--- src/rtl/std_cache_pkg.sv ---
// Shared types for the L1 data-cache flush sequencer: walk states, writeback
// request payload and the saturating dirty-line counter helper.
package std_cache_pkg;

  localparam int unsigned DCACHE_LINE_WIDTH = 128;
  localparam int unsigned PADDR_WIDTH       = 56;
  localparam int unsigned DIRTY_CNT_WIDTH   = 16;

  typedef enum logic [2:0] {
    FLUSH_IDLE,
    FLUSH_READ,
    FLUSH_CHECK,
    FLUSH_WB_REQ,
    FLUSH_WB_WAIT,
    FLUSH_INV,
    FLUSH_ADV,
    FLUSH_DONE
  } flush_state_e;

  typedef struct packed {
    logic [PADDR_WIDTH-1:0]       addr;
    logic [DCACHE_LINE_WIDTH-1:0] data;
  } wb_req_t;

  // Counter sticks at all-ones rather than wrapping.
  function automatic logic [DIRTY_CNT_WIDTH-1:0] sat_inc(input logic [DIRTY_CNT_WIDTH-1:0] v);
    return (&v) ? v : v + 1'b1;
  endfunction

endpackage

--- src/rtl/dcache_flush_seq.sv ---
// Flush sequencer: visits every (set, way), writes back valid+dirty lines and
// invalidates every valid line through one arbiter requester port.
module dcache_flush_seq
  import std_cache_pkg::*;
#(
  parameter int unsigned NUM_SETS    = 256,
  parameter int unsigned SET_ASSOC   = 8,
  parameter int unsigned LINE_WIDTH  = 128,
  parameter int unsigned TAG_WIDTH   = 44,
  parameter int unsigned INDEX_WIDTH = 12,
  parameter int unsigned BYTE_OFFSET = 4
) (
  input  logic                              clk_i,
  input  logic                              rst_ni,
  input  logic                              flush_i,
  output logic                              flush_ack_o,
  output logic                              busy_o,
  output logic [SET_ASSOC-1:0]              req_o,
  output logic [INDEX_WIDTH-1:0]            addr_o,
  output logic                              we_o,
  input  logic                              gnt_i,
  input  logic                              rd_valid_i,
  input  logic                              rd_dirty_i,
  input  logic [TAG_WIDTH-1:0]              rd_tag_i,
  input  logic [LINE_WIDTH-1:0]             rd_data_i,
  output logic                              wb_valid_o,
  input  logic                              wb_ready_i,
  output logic [PADDR_WIDTH-1:0]            wb_addr_o,
  output logic [LINE_WIDTH-1:0]             wb_data_o,
  input  logic                              wb_done_i,
  output logic [DIRTY_CNT_WIDTH-1:0]        dirty_cnt_o
);

  localparam int unsigned SET_W = (NUM_SETS > 1) ? $clog2(NUM_SETS) : 1;
  localparam int unsigned WAY_W = (SET_ASSOC > 1) ? $clog2(SET_ASSOC) : 1;

  flush_state_e                state_q;
  logic [SET_W-1:0]            set_q;
  logic [SET_W-1:0]            set_d;
  logic [WAY_W-1:0]            way_q;
  logic [WAY_W-1:0]            way_d;
  logic [SET_ASSOC-1:0]        req_q;
  logic                        we_q;
  logic [INDEX_WIDTH-1:0]      addr_q;
  logic                        wb_valid_q;
  logic                        ack_q;
  logic                        busy_q;
  wb_req_t                     wb_q;
  logic [DIRTY_CNT_WIDTH-1:0]  dirty_cnt_q;
  logic                        last_way;
  logic                        last_set;

  // Set number placed in the index field above the byte offset, upper bits zero.
  function automatic logic [INDEX_WIDTH-1:0] set_index(input logic [SET_W-1:0] s);
    logic [INDEX_WIDTH-1:0] idx;
    idx = '0;
    idx[BYTE_OFFSET +: SET_W] = s;
    return idx;
  endfunction

  function automatic logic [SET_ASSOC-1:0] way_onehot(input logic [WAY_W-1:0] w);
    logic [SET_ASSOC-1:0] oh;
    oh    = '0;
    oh[w] = 1'b1;
    return oh;
  endfunction

  assign last_way = (way_q == WAY_W'(SET_ASSOC - 1));
  assign last_set = (set_q == SET_W'(NUM_SETS - 1));
  assign way_d    = last_way ? '0 : way_q + 1'b1;
  assign set_d    = last_way ? set_q + 1'b1 : set_q;

  always_ff @(posedge clk_i or negedge rst_ni) begin
    if (!rst_ni) begin
      state_q     <= FLUSH_IDLE;
      set_q       <= '0;
      way_q       <= '0;
      req_q       <= '0;
      we_q        <= 1'b0;
      addr_q      <= '0;
      wb_valid_q  <= 1'b0;
      ack_q       <= 1'b0;
      busy_q      <= 1'b0;
      wb_q        <= '0;
      dirty_cnt_q <= '0;
    end else begin
      ack_q <= 1'b0;
      case (state_q)
        FLUSH_IDLE: begin
          if (flush_i) begin
            set_q       <= '0;
            way_q       <= '0;
            dirty_cnt_q <= '0;
            req_q       <= way_onehot(WAY_W'(0));
            we_q        <= 1'b0;
            addr_q      <= set_index(SET_W'(0));
            busy_q      <= 1'b1;
            state_q     <= FLUSH_READ;
          end
        end
        FLUSH_READ: begin
          if (gnt_i) begin
            req_q   <= '0;
            addr_q  <= '0;
            state_q <= FLUSH_CHECK;
          end
        end
        FLUSH_CHECK: begin
          // Read data arrives the cycle after the grant, so it is captured here.
          wb_q.addr <= {rd_tag_i, set_index(set_q)};
          wb_q.data <= rd_data_i;
          if (rd_valid_i && rd_dirty_i) begin
            wb_valid_q <= 1'b1;
            state_q    <= FLUSH_WB_REQ;
          end else if (rd_valid_i) begin
            req_q   <= way_onehot(way_q);
            we_q    <= 1'b1;
            addr_q  <= set_index(set_q);
            state_q <= FLUSH_INV;
          end else begin
            state_q <= FLUSH_ADV;
          end
        end
        FLUSH_WB_REQ: begin
          if (wb_ready_i) begin
            wb_valid_q  <= 1'b0;
            dirty_cnt_q <= sat_inc(dirty_cnt_q);
            state_q     <= FLUSH_WB_WAIT;
          end
        end
        FLUSH_WB_WAIT: begin
          if (wb_done_i) begin
            req_q   <= way_onehot(way_q);
            we_q    <= 1'b1;
            addr_q  <= set_index(set_q);
            state_q <= FLUSH_INV;
          end
        end
        FLUSH_INV: begin
          if (gnt_i) begin
            req_q   <= '0;
            we_q    <= 1'b0;
            addr_q  <= '0;
            state_q <= FLUSH_ADV;
          end
        end
        FLUSH_ADV: begin
          if (last_way && last_set) begin
            ack_q   <= 1'b1;
            state_q <= FLUSH_DONE;
          end else begin
            way_q   <= way_d;
            set_q   <= set_d;
            req_q   <= way_onehot(way_d);
            we_q    <= 1'b0;
            addr_q  <= set_index(set_d);
            state_q <= FLUSH_READ;
          end
        end
        FLUSH_DONE: begin
          busy_q  <= 1'b0;
          state_q <= FLUSH_IDLE;
        end
        default: begin
          state_q <= FLUSH_IDLE;
        end
      endcase
    end
  end

  assign flush_ack_o = ack_q;
  assign busy_o      = busy_q;
  assign req_o       = req_q;
  assign addr_o      = addr_q;
  assign we_o        = we_q;
  assign wb_valid_o  = wb_valid_q;
  assign wb_addr_o   = wb_q.addr;
  assign wb_data_o   = wb_q.data;
  assign dirty_cnt_o = dirty_cnt_q;

endmodule

--- config.mk ---
export PLATFORM = sky130hd
export DESIGN_NAME = dcache_flush_seq
export DESIGN_NICKNAME = d
export VERILOG_FILES = /design/src/rtl/std_cache_pkg.sv /design/src/rtl/dcache_flush_seq.sv
export SDC_FILE = /design/constraint.sdc
export NUM_CORES = 1
export LEC_CHECK = 0
export ABC_CLOCK_PERIOD_IN_PS = 5500
export BUFFER_PORTS_ARGS = -buffer_cell sky130_fd_sc_hd__buf_2
export CAP_MARGIN = 20
export CORE_AREA = 2 2 156 158
export CTS_CLUSTER_DIAMETER = 40
export DETAILED_ROUTE_END_ITERATION = 7
export DIE_AREA = 0 0 158 160
export GPL_ROUTABILITY_DRIVEN = 0
export MAX_ROUTING_LAYER = met4
export PLACE_DENSITY = 0.7
export REMOVE_ABC_BUFFERS = 1
export SYNTH_ARGS = -nofsm -noshare
export SYNTH_HDL_FRONTEND = slang
export SYNTH_SLANG_ARGS = --single-unit
--- constraint.sdc ---
create_clock -name clk_i -period 5.5 [get_ports clk_i]
set_input_delay 0.55 -clock clk_i [delete_from_list [all_inputs] [get_ports clk_i]]
set_output_delay 0.55 -clock clk_i [all_outputs]
set_load 0.03 [all_outputs]
==> results.txt, run 1 <==
Buffers placed on the I/O ports in this run total 395. Summed over all layers, the global routing overflow is 0. For this run, the post-layout net count is 1,265.

Yosys mapped a number of flops with a built-in enable equal to 0. Setup repair after global routing left no endpoint under its margin. The switching power share of the total is 0.404.

The dominant cell type by area after synthesis is sky130_fd_sc_hd__dfrtp_1. After detailed routing, the number of vias per cell comes to 4.98. The number of global-route vias before repair came out at 7,036. Most used flip-flop cell after synthesis: sky130_fd_sc_hd__dfrtp_1. For the worst-skew pair, the clock arrives at the later sink with an insertion delay of 0.50 ns.

For the pin with the worst max-slew slack, the measured transition is 1.23 ns. Post-CTS repair changed the size of 0 cells. CTS placed an instance of sky130_fd_sc_hd__clkbuf_16 at the clock tree root.

The run gives 182 as the maximum number of pins on one net before global-route repair. For the count of buffers added by post-CTS timing repair for setup, the log shows 0. The final-report setup violation count was 0.

Sorting the synthesized cells by area gives the leading types as sky130_fd_sc_hd__dfrtp_1 60%, sky130_fd_sc_hd__mux2_2 22%, sky130_fd_sc_hd__mux2i_1 0.94%, sky130_fd_sc_hd__mux2_4 0.94%, sky130_fd_sc_hd__nand2_1 0.90%. Once placement finished, the instance area stood at 11,800 um^2. Across all layers, the routed design uses 7,125 vias. Traced cell by cell, the critical path runs through ha_1 -> ha_1 -> nand4_2 -> or4_1 -> and3_1 -> mux2_4.

The first global-routing pass estimated 38,700 um of wire. TritonCTS built the clock tree. The clock share of power was 0.258. The worst slew slack as a fraction of its limit was 0.178; the share of cells above drive strength 1 was 0.592. The core footprint was 23,800 um^2. Among the stages of the critical path, the cell type that occurs most often is sky130_fd_sc_hd__ha_1. Relative to the synthesized area, the layout overhead comes to 35.9%. For the final core utilization, the log shows 0.547. Buffers inserted to repair hold after CTS numbered 0. The die span in y works out to 160 um.

The number of clock buffers added by TritonCTS is 35. The tools report the gate count after technology mapping as 685. Classification of the worst setup path: reg -> reg. After synthesis the netlist holds a flip-flop and latch count of 230. The final clock skew is 0.0194 ns, and the count of cell types in the netlist is 59.

Cell-internal power: 5.18 mW. The kind of end point of the critical path was a flop. Maximum vdd ir drop: 488 uV. In the final routed layout, each cell accounts on average for 17.7 um.

Clock-pin slew was measured on the worst setup and hold paths at 0.05 ns. The logs give 0.600 for the sequential share of the synthesized area and 2 for the maximum level of the CTS H-tree. For the effective utilization at floorplan, the log shows 0.403. Summed over all cells, the static leakage comes to 6.44 nW.

The tools report the die area as 25,300 um^2. The netlist area before placement came out at 9590 um^2. The HPWL after detailed placement was 18,300 um; the count of boundary I/O pins was 404. Data arrives at the worst endpoint at 3.60 ns.

The top-area cell type share of the netlist area was 0.600. Dividing total power by cell area gives a power density of 667 nW/um^2. After detailed routing, the number of remaining DRC violations is 0.

The detail route stage leaves a number of antenna-violating nets equal to 0. The number of antenna violations at the first check in global routing was 0; the part of the total power dissipated in sequential elements was 0.323. The run finished with clean final reports.

By count the netlist is led by 230 x sky130_fd_sc_hd__dfrtp_1, 188 x sky130_fd_sc_hd__mux2_2, 23 x sky130_fd_sc_hd__nand2_1. Counting both buffers and inverters, the worst setup path holds a total of 0. At the worst endpoint, the required time is 5.87 ns. The aggregate routed wire length is 25,400 um, and the switching power is 3.51 mW.

The tool flagged a number of max-cap violations equal to 0. The tools report the count of pins over their slew limit as 0. Maximum achievable frequency: 310 MHz. The maximum buffer depth of the clock tree came out at 3. The slowest stage of the critical path belongs to the cell sky130_fd_sc_hd__or4_1. The combined global-route utilization of all metal layers was 0.200. The tools report the power share of the combinational group as 0.419. The tools report the number of optimization iterations in the first detailed-route pass as 6. The min-delay analysis places its worst path in the category in -> async.

Fill cells in the final layout number 2,087. Row generation in the floorplan step produced 57 rows. Die outline width: 158 um. In the post-route analysis, the smallest setup slack over all paths is 2.27 ns. Average instance area after synthesis: 14.0 um^2. Yosys instantiated no cell more often than sky130_fd_sc_hd__dfrtp_1. On the worst path, the slowest cell contributes a delay of 0.74 ns.

In the final layout, the multi-input gates occupy 3580 um^2. The share of flip-flops with an asynchronous set or reset after synthesis was 1.00; the number of sinks on the clock net was 230. The share of the clock period used by the worst path is 0.587, and the time the worst path needs with I/O delays and setup is 3.23 ns. STA classifies the critical path startpoint as a flop. The number of hold-slack violations in the final timing report came out at 0. Yosys warning count: 0. The sequential cells in the finished layout cover a total of 5760 um^2. The tools report the final cell area excluding filler cells as 13,000 um^2.

Along the worst path, the maximum fanout reaches 16. At the placement stage, the worst setup path has a slack of 2.29 ns. Top cell family by delay on the critical path: simple AND/OR/NAND/NOR gates. The DRC violation total after the first TritonRoute iteration came out at 450.
==> path summary, 6_finish.rpt <==
check / from / to / slack, ns / cells past startpoint
worst max-delay path: way_q[0]$_DFFE_PN0P_ / addr_o[10]$_DFFE_PN0P_ / 2.27 / 6
worst min-delay path: rst_ni / wb_data_o[64]$_DFFE_PN0P_ / 0.14 / 1
worst max register to register: way_q[0]$_DFFE_PN0P_ / addr_o[10]$_DFFE_PN0P_ / 2.27 / 6
worst min register to register: wb_valid_o$_DFFE_PN0P_ / wb_valid_o$_DFFE_PN0P_ / 0.49 / 1
max in group asynchronous: rst_ni / wb_data_o[80]$_DFFE_PN0P_ / 4.06 / 2
min in group clk_i: rd_tag_i[14] / wb_addr_o[26]$_DFFE_PN0P_ / 0.28 / 2
==> layout make-up <==
type,instances,area share
flip-flops and latches,230,0.442
multi-input cells,405,0.275
repair buffers,399,0.156
clock buffers,48,0.0779
well taps,324,0.0311
clock inverters,14,0.0157
inverters,10,0.00288
diodes,1,0.000192
==> flip-flops by register name, indices dropped and copies added (netlist names), 3 cells and up <==
name,cells
addr_o,8
dirty_cnt_o,16
req_o,8
set_q,8
state_q,3
way_q,3
wb_addr_o,52
wb_data_o,128
==> cells by family (layout without fill, tap and decap cells) <==
logic type      Yosys count  in the layout  synth area share
mux                     203            203             0.240
flops                   230            230             0.600
buf+inv                  57            471            0.0295
fa+ha+maj                 4              4           0.00522
xor+xnor                  1              1          0.000913
simple gates            111            111            0.0644
compound gates           78             78            0.0599
other cells               1              9          0.000391
==> power by group through the flow <==
stage	logic, mW	clock network, mW	registers, mW
final	3.64	2.24	2.81
after global routing	3.82	2.39	2.91
after CTS	3.67	2.30	2.81
after detailed placement	3.65	0	2.83
after global placement	3.61	0	2.79
after floorplan	1.27	0	4.18
==> placed cells by master (no fill, tap or decap), drive strengths merged, types with 6 or more instances in the layout <==
master  instances
dfrtp         230
o21ai           8
nand4           8
clkbuf         48
buf           399
inv            12
nand2b          8
mux2          194
nand3          11
and3            6
a31oi          10
nor3           13
a21oi          11
nor2           11
or3             7
nand2          23
mux2i           9
conb            8
a211o           7
==> metrics by stage <==
step                setup TNS (ns)  hold slack (ns)  total power, mW  std cells
floorplan                 -1989.12            0.254             5.45        645
global placement                 0            0.484             6.40       1368
detailed placement               0            0.484             6.49       1368
CTS                              0            0.179             8.78       1430
global route                     0            0.226             9.12       1430
finish                           0            0.143             8.69       1431
==> routing by layer <==
metal | GRT usage | wire length [um]
met1 | 0.237 | 9940
met2 | 0.338 | 13100
met3 | 0.0418 | 1690
met4 | 0.0672 | 647
met5 | - | 0
Power figures use the tool's default switching activity.
==> run 2: changes to the inputs <==
--- a/config.mk
+++ b/config.mk
@@ -5,16 +5,16 @@
 export SDC_FILE = /design/constraint.sdc
 export NUM_CORES = 1
 export LEC_CHECK = 0
-export ABC_CLOCK_PERIOD_IN_PS = 5500
+export ABC_CLOCK_PERIOD_IN_PS = 2800
 export BUFFER_PORTS_ARGS = -buffer_cell sky130_fd_sc_hd__buf_2
 export CAP_MARGIN = 20
-export CORE_AREA = 2 2 156 158
+export CORE_AREA = 2 2 157 159
 export CTS_CLUSTER_DIAMETER = 40
 export DETAILED_ROUTE_END_ITERATION = 7
-export DIE_AREA = 0 0 158 160
+export DIE_AREA = 0 0 159 161
 export GPL_ROUTABILITY_DRIVEN = 0
 export MAX_ROUTING_LAYER = met4
-export PLACE_DENSITY = 0.7
+export PLACE_DENSITY = 0.72
 export REMOVE_ABC_BUFFERS = 1
 export SYNTH_ARGS = -nofsm -noshare
 export SYNTH_HDL_FRONTEND = slang
==> constraint.sdc (replaced) <==
create_clock -name clk_i -period 2.8 [get_ports clk_i]
set_input_delay 0.28 -clock clk_i [delete_from_list [all_inputs] [get_ports clk_i]]
set_output_delay 0.28 -clock clk_i [all_outputs]
set_load 0.03 [all_outputs]
==> results.txt, run 2 (synthesized netlist as in run 1, its figures left out) <==
For the row count, the log shows 57. Final total negative setup slack: 0 ns. The final layout contains routed wiring with a total length of 29,800 um. The tools report the number of antenna violations at the first check in global routing as 1. Setup repair after global routing left no endpoint under its margin. The core footprint is 24,000 um^2. The logs give 0.0130 ns for the final clock skew and 0 for the count of buffers added by post-CTS timing repair for setup. Along the worst path, the maximum fanout reaches 16. In this run, CTS created clock tree buffers numbering 31.

The reg-to-reg startpoint was way_q[1]$_DFFE_PN0P_. The logs give 0.342 ns for the worst setup slack before clock tree synthesis and 0.233 for the combined global-route utilization of all metal layers. Post-detailed-route wirelength per cell: 18.5 um. The die area was 25,600 um^2; the number of hold-slack violations in the final timing report was 0.

Once detail routing completed, the nets flagged for antenna violations numbered 0. The tools report the maximum vdd ir drop as 700 uV. The flow ran to the end, and the final reports show no timing, DRC or antenna violations. The run gives 404 as the count of boundary I/O pins. On the worst path, the slowest cell contributes a delay of 0.55 ns. Setup slack closes at 0.340 ns. The kind of launch point of the worst setup path is a flop. Detailed placement finished with a half-perimeter wire length of 18,200 um. The DRC violation total after the first TritonRoute iteration is 539. Among the stages of the critical path, the cell type that occurs most often is sky130_fd_sc_hd__ha_1. Clock-pin slew was measured on the worst setup and hold paths at 0.05 ns. The effective utilization at floorplan was 0.400. The count of pins over their slew limit was 0.

Clock tree synthesis found a total of 230 sinks. For the worst slew slack as a fraction of its limit, the log shows 0.465. Data on the critical path is required at its endpoint by 3.22 ns. STA classifies the critical path endpoint as a flop.

The first detailed-routing pass ran for 4 iterations. Die span in y: 161 um. Among all stages on the critical path, the largest delay is contributed by sky130_fd_sc_hd__or4_1. Buffers inserted to repair hold after CTS numbered 171.

Number of DRC violations after detailed routing: 0. The tools report the maximum level of the CTS H-tree as 1. For this run, the top clock speed supported by timing is 406 MHz. The library cells used most frequently in the layout, excluding fill and tap cells, are 394 x sky130_fd_sc_hd__buf_2, 230 x sky130_fd_sc_hd__dfrtp_1, 188 x sky130_fd_sc_hd__mux2_2, 171 x sky130_fd_sc_hd__dlygate4sd3_1, 31 x sky130_fd_sc_hd__clkbuf_16. For the register area, the log shows 5760 um^2. The maximum number of pins on one net before global-route repair came out at 101. Measured along the x axis, the die boundary spans 159 um. Counting along the longest clock path gives a buffer depth of 3. At the worst endpoint, the arrival time is 2.88 ns.

For the finished layout, the period the worst path requires is 2.46 ns. The register with the most flip-flops in the layout has 128 of them. Clock tree synthesis selected as its root buffer the cell sky130_fd_sc_hd__clkbuf_16. TritonCTS built the clock tree. Summed over all cells, the static leakage comes to 7.16 nW.

The number of vias after detailed routing was 8,070; the final-report setup violation count was 0. For this run, the post-layout net count is 1,446. The signed area change from the synthesized netlist to the final layout works out to 53.3%. The share of the clock period used by the worst path was 0.879; the area occupied by multi-input gates was 3580 um^2. The tools report the number of global-route vias before repair as 8,793. The critical path goes through ha_1 -> ha_1 -> nand4_2 -> or4_1 -> and3_1 -> mux2_4. In this run the power density over the cells is 1150 nW/um^2. For the total congestion overflow after global routing, the log shows 0. Using the TritonRoute via totals, the vias-per-cell ratio works out to 5.01. In this run the worst hold path is classified as in -> reg. Actual transition at the worst max-transition pin: 0.802 ns.

The critical path is of the reg -> reg type. The max-capacitance violation count was 0. In this run the tool buffered the top-level ports with 395 buffer cells. The share of cells above drive strength 1 was 0.518; the wire length of the first global-routing pass was 46,800 um. Leading cell type in the layout, fill and taps excluded: sky130_fd_sc_hd__buf_2. The filler cells instantiated in the layout total 1,772. Once the clock tree was built, the resizer swapped 0 gates to a different size.

In this run the worst setup path begins at way_q[1]$_DFFE_PN0P_. The later pin in the worst-skew pair is clocked with a latency of 0.54 ns. The startpoint of the most critical hold path is wb_ready_i.
## run 2: changes by cell type in the layout (fill, tap and decap cells not counted), moves of 2 or more
cell / delta
sky130_fd_sc_hd__clkbuf_1: -2
sky130_fd_sc_hd__dlygate4sd3_1: +171
sky130_fd_sc_hd__buf_4: +11
sky130_fd_sc_hd__inv_6: +2
sky130_fd_sc_hd__clkbuf_16: -5
sky130_fd_sc_hd__bufinv_16: -2
sky130_fd_sc_hd__clkbuf_8: -4
sky130_fd_sc_hd__clkinv_2: +5
sky130_fd_sc_hd__buf_12: +3
sky130_fd_sc_hd__inv_8: +2
## run 2: metal layers
metal  routed length [um]  vias to the layer above  track usage
met5                    0                        -            -
met4                 1360                        0        0.105
met3                 1950                       94       0.0506
met2                15000                      355        0.392
met1                11400                     3951        0.269
li1                     -                     3670            -
## run 2: final timing paths
check | endpoint | slack, ns | cells after the start
worst min register to register | wb_data_o[69]$_DFFE_PN0P_ | 0.50 | 1
max in group asynchronous | wb_data_o[45]$_DFFE_PN0P_ | 1.64 | 3
worst max register to register | req_o[5]$_DFFE_PN0P_ | 0.34 | 6
min in group asynchronous | req_o[1]$_DFFE_PN0P_ | 0.34 | 2
worst max-delay path | req_o[5]$_DFFE_PN0P_ | 0.34 | 6
worst min-delay path | state_q[1]$_DFFE_PN0P_ | 0.04 | 2
## run 2: worst max-delay path, delay by kind of cell (launching register included)
family / cells / cell delay [ns]
AND/OR/NAND/NOR: 3 / 1.11
adder cells (fa/ha/maj): 2 / 0.36
multiplexers: 1 / 0.40
flip-flops: 1 / 0.46
## run 2: final cells by class
class	count	area share
diodes	2	0.000340
inverters	10	0.00255
clock inverters	20	0.0138
flip-flops and latches	230	0.391
well taps	324	0.0276
multi-input cells	405	0.244
clock buffers	37	0.0563
repair buffers	584	0.264
## run 2: where the power goes
| part | internal (mW) | switching (mW) | leakage (nW) |
|---|---|---|---|
| Combinational | 2.74 | 4.81 | 3.80 |
| Sequential | 4.72 | 0.853 | 2.85 |
| Clock | 2.33 | 1.51 | 0.506 |
## run 2: metrics by stage
| stage | cells | hold WS [ns] | instance area (um^2) | util | total power, mW |
|---|---|---|---|---|---|
| 2_1_floorplan | 645 | -0.0156 | 9370 | - | 10.5 |
| 3_3_place_gp | 1382 | 0.305 | 12000 | 0.499 | 12.6 |
| 3_5_place_dp | 1382 | 0.308 | 12000 | 0.499 | 12.8 |
| 4_1_cts | 1610 | 0.00584 | 14700 | 0.613 | 16.9 |
| 5_1_grt | 1611 | 0.0243 | 14700 | 0.613 | 17.7 |
| 6_report | 1612 | 0.0440 | 14700 | 0.614 | 17.0 |
==> run 3: changes to the inputs <==
--- a/config.mk
+++ b/config.mk
@@ -8,13 +8,11 @@
 export ABC_CLOCK_PERIOD_IN_PS = 2800
 export BUFFER_PORTS_ARGS = -buffer_cell sky130_fd_sc_hd__buf_2
 export CAP_MARGIN = 20
-export CORE_AREA = 2 2 157 159
+export CORE_UTILIZATION = 25
 export CTS_CLUSTER_DIAMETER = 40
 export DETAILED_ROUTE_END_ITERATION = 7
-export DIE_AREA = 0 0 159 161
 export GPL_ROUTABILITY_DRIVEN = 0
 export MAX_ROUTING_LAYER = met4
-export PLACE_DENSITY = 0.72
 export REMOVE_ABC_BUFFERS = 1
 export SYNTH_ARGS = -nofsm -noshare
 export SYNTH_HDL_FRONTEND = slang
==> results.txt, run 3 (synthesized netlist as in run 1, its figures left out) <==
Global routing finished with a remaining overflow of 0. Traced cell by cell, the critical path runs through ha_1 -> ha_1 -> nand4_2 -> or4_1 -> and3_1 -> mux2_4. Leaving out fill and tap cells, the most frequent cell in the layout is sky130_fd_sc_hd__buf_2. In the layout the commonest cells are 394 x sky130_fd_sc_hd__buf_2, 230 x sky130_fd_sc_hd__dfrtp_1, 188 x sky130_fd_sc_hd__mux2_2, 173 x sky130_fd_sc_hd__dlygate4sd3_1, 43 x sky130_fd_sc_hd__clkbuf_16. On the worst path, the slowest cell contributes a delay of 0.56 ns.

By instance count, the cell type seen most on the critical path is sky130_fd_sc_hd__ha_1. The total power divided by cell area is 1180 nW/um^2, and the wire length of the first global-routing pass is 44,000 um. The die span in y works out to 198 um.

The CTS buffer count was 42. The worst slew slack as a fraction of its limit is 0.467. Setup slack closes at 0.322 ns. The number of global-route vias before repair came out at 8,460.

The count of boundary I/O pins was 404. The floorplan step defined a die boundary enclosing 39,100 um^2. The internal portion of the total power is 10.9 mW. Entering global routing, the biggest net connects 91 pins. Compared with the post-synthesis result, the final layout area differs by 60.8%.

For the critical path arrival, the log shows 2.88 ns. The run gives 0 as the number of hold-slack violations in the final timing report. The number of gates resized after CTS was 0. After clock tree synthesis, the clock-pin slew on the worst setup and hold paths is 0.05 ns.

The number of DRC violations after detailed routing was 0; the clock insertion delay at the later pin of the skew report was 0.53 ns. No sink is reached through more buffers than the 3 on the longest clock path. The remaining antenna violation count is 0, and the share of the clock period used by the worst path is 0.885.

Part of the total power dissipated in sequential elements: 0.304. TritonCTS built the clock tree. The path type of the worst min-delay path is in -> reg. The final-report setup violation count is 0, and the row count is 71. Hold repair after CTS inserted 173 buffers. The post-detailed-route via-to-cell ratio was 4.42; the maximum level of the CTS H-tree was 2. The cell at the root of the clock tree was sky130_fd_sc_hd__clkbuf_16.

The net count of the finished layout is 1,463. The run gives 0.410 as the power share of the combinational group. The tool flagged a number of max-cap violations equal to 0. The share of cells above drive strength 1 was 0.528; the final antenna diode count was 0.

The post-detailed-route wirelength per cell works out to 15.9 um. The run gives 236 as the DRC violation total after the first TritonRoute iteration. The run gives 0.147 as the combined global-route utilization of all metal layers.

The count of pins over their slew limit is 0, and the maximum vdd ir drop is 813 uV. Number of antenna violations at the first check in global routing: 0. Before CTS, the worst setup slack after placement is 0.312 ns. Core footprint: 37,700 um^2.

The kind of launch point of the worst setup path was a flop. The final layout contains routed wiring with a total length of 28,900 um. Detailed placement finished with a half-perimeter wire length of 18,500 um. The clock share of power came out at 0.286.

The smallest hold slack is 0.0787 ns, and the number of vias after detailed routing is 8,056. The reg-to-reg startpoint was way_q[1]$_DFFE_PN0P_. The run finished with clean final reports.

During placement, the flow inserted port buffers numbering 395. The layout has 3,479 filler cells. The die outline width is 198 um, and the time the worst path needs with I/O delays and setup is 2.48 ns. The number of flip-flops in the largest register works out to 128.

The clock drives 230 sinks. The first detailed-routing pass took 4 iterations. Setup repair after global routing left no endpoint under its margin.

The final core utilization was 0.409. The most critical setup path has its startpoint at way_q[1]$_DFFE_PN0P_. For this design the total switching power over the nets is 7.32 mW. The slowest stage of the critical path is the sky130_fd_sc_hd__or4_1 cell. The classification of the worst setup path is reg -> reg. Leakage power: 7.40 nW. For the final database, setup skew stands at 0.00977 ns. The effective utilization at floorplan came out at 0.255. In this run the worst path has a maximum fanout of 16.

The actual transition at the worst max-transition pin is 0.799 ns, and the count of buffers added by post-CTS timing repair for setup is 0. For the worst setup path, the data required time is 3.20 ns. The tools report the maximum achievable frequency as 403 MHz.

The switching power share of the total works out to 0.402. The startpoint of the most critical hold path was wb_ready_i. STA classifies the critical path endpoint as a flop.
==> run 3: cell count changes in the layout (fill, tap and decap cells not counted) <==
cell / before / now
sky130_fd_sc_hd__clkbuf_16: 31 / 43
sky130_fd_sc_hd__clkinv_4: 1 / 6
sky130_fd_sc_hd__buf_4: 14 / 18
sky130_fd_sc_hd__bufinv_16: 2 / 5
sky130_fd_sc_hd__clkbuf_1: 3 / 0
sky130_fd_sc_hd__clkinvlp_4: 3 / 5
sky130_fd_sc_hd__diode_2: 2 / 0
sky130_fd_sc_hd__dlygate4sd3_1: 171 / 173
sky130_fd_sc_hd__clkbuf_8: 3 / 4
sky130_fd_sc_hd__clkinv_2: 7 / 8
sky130_fd_sc_hd__clkinv_8: 1 / 0
==> run 3: final timing paths <==
kind	end	slack (ns)	depth (start not counted)
hold / removal	state_q[1]$_DFFE_PN0P_	0.08	2
min in group asynchronous	wb_data_o[40]$_DFFE_PN0P_	0.33	2
setup / recovery	req_o[5]$_DFFE_PN0P_	0.32	6
setup reg to reg	req_o[5]$_DFFE_PN0P_	0.32	6
max in group asynchronous	wb_data_o[10]$_DFFE_PN0P_	1.67	3
hold reg to reg	wb_data_o[100]$_DFFE_PN0P_	0.50	1
==> run 3: per-layer routing <==
metal,part of all wire,up-vias,routed length [um],GRT usage
li1,-,3718,-,-
met1,0.40,3935,11500,0.167
met2,0.50,332,14500,0.242
met3,0.070,71,2020,0.0370
met4,0.032,0,920,0.0669
met5,0,-,0,-
==> run 3: through the flow <==
step,cell area (um^2),power [mW],setup TNS (ns),std cells
5_1_grt,15400,19.1,0,1823
2_1_floorplan,9370,10.5,-2526.42,645
6_report,15400,18.2,0,1823
3_3_place_gp,12200,12.6,0,1573
3_5_place_dp,12200,12.7,0,1573
4_1_cts,15400,18.3,0,1823
==> run 3: critical path: cells and delay by family (launching register included) <==
kind / cells / cell delay [ns]
adders and majority gates: 2 / 0.37
DFF: 1 / 0.46
muxes: 1 / 0.40
and+or+nand+nor: 3 / 1.12
==> run 3: area by class of cell <==
class,instances,area (um^2),share of cell area
clock buffers,47,1130,0.0733
clock inverters,30,340,0.0221
inverters,10,37.5,0.00243
multi-input cells,405,3580,0.232
flip-flops and latches,230,5760,0.373
well taps,511,639,0.0415
repair buffers,590,3930,0.255
==> run 3: power groups by stage <==
stage	logic, mW	clock network, mW	registers, mW
floorplan	2.25	0	8.22
global placement	7.15	0	5.47
detailed placement	7.22	0	5.52
CTS	7.42	5.36	5.50
global route	7.87	5.49	5.73
finish	7.45	5.21	5.54
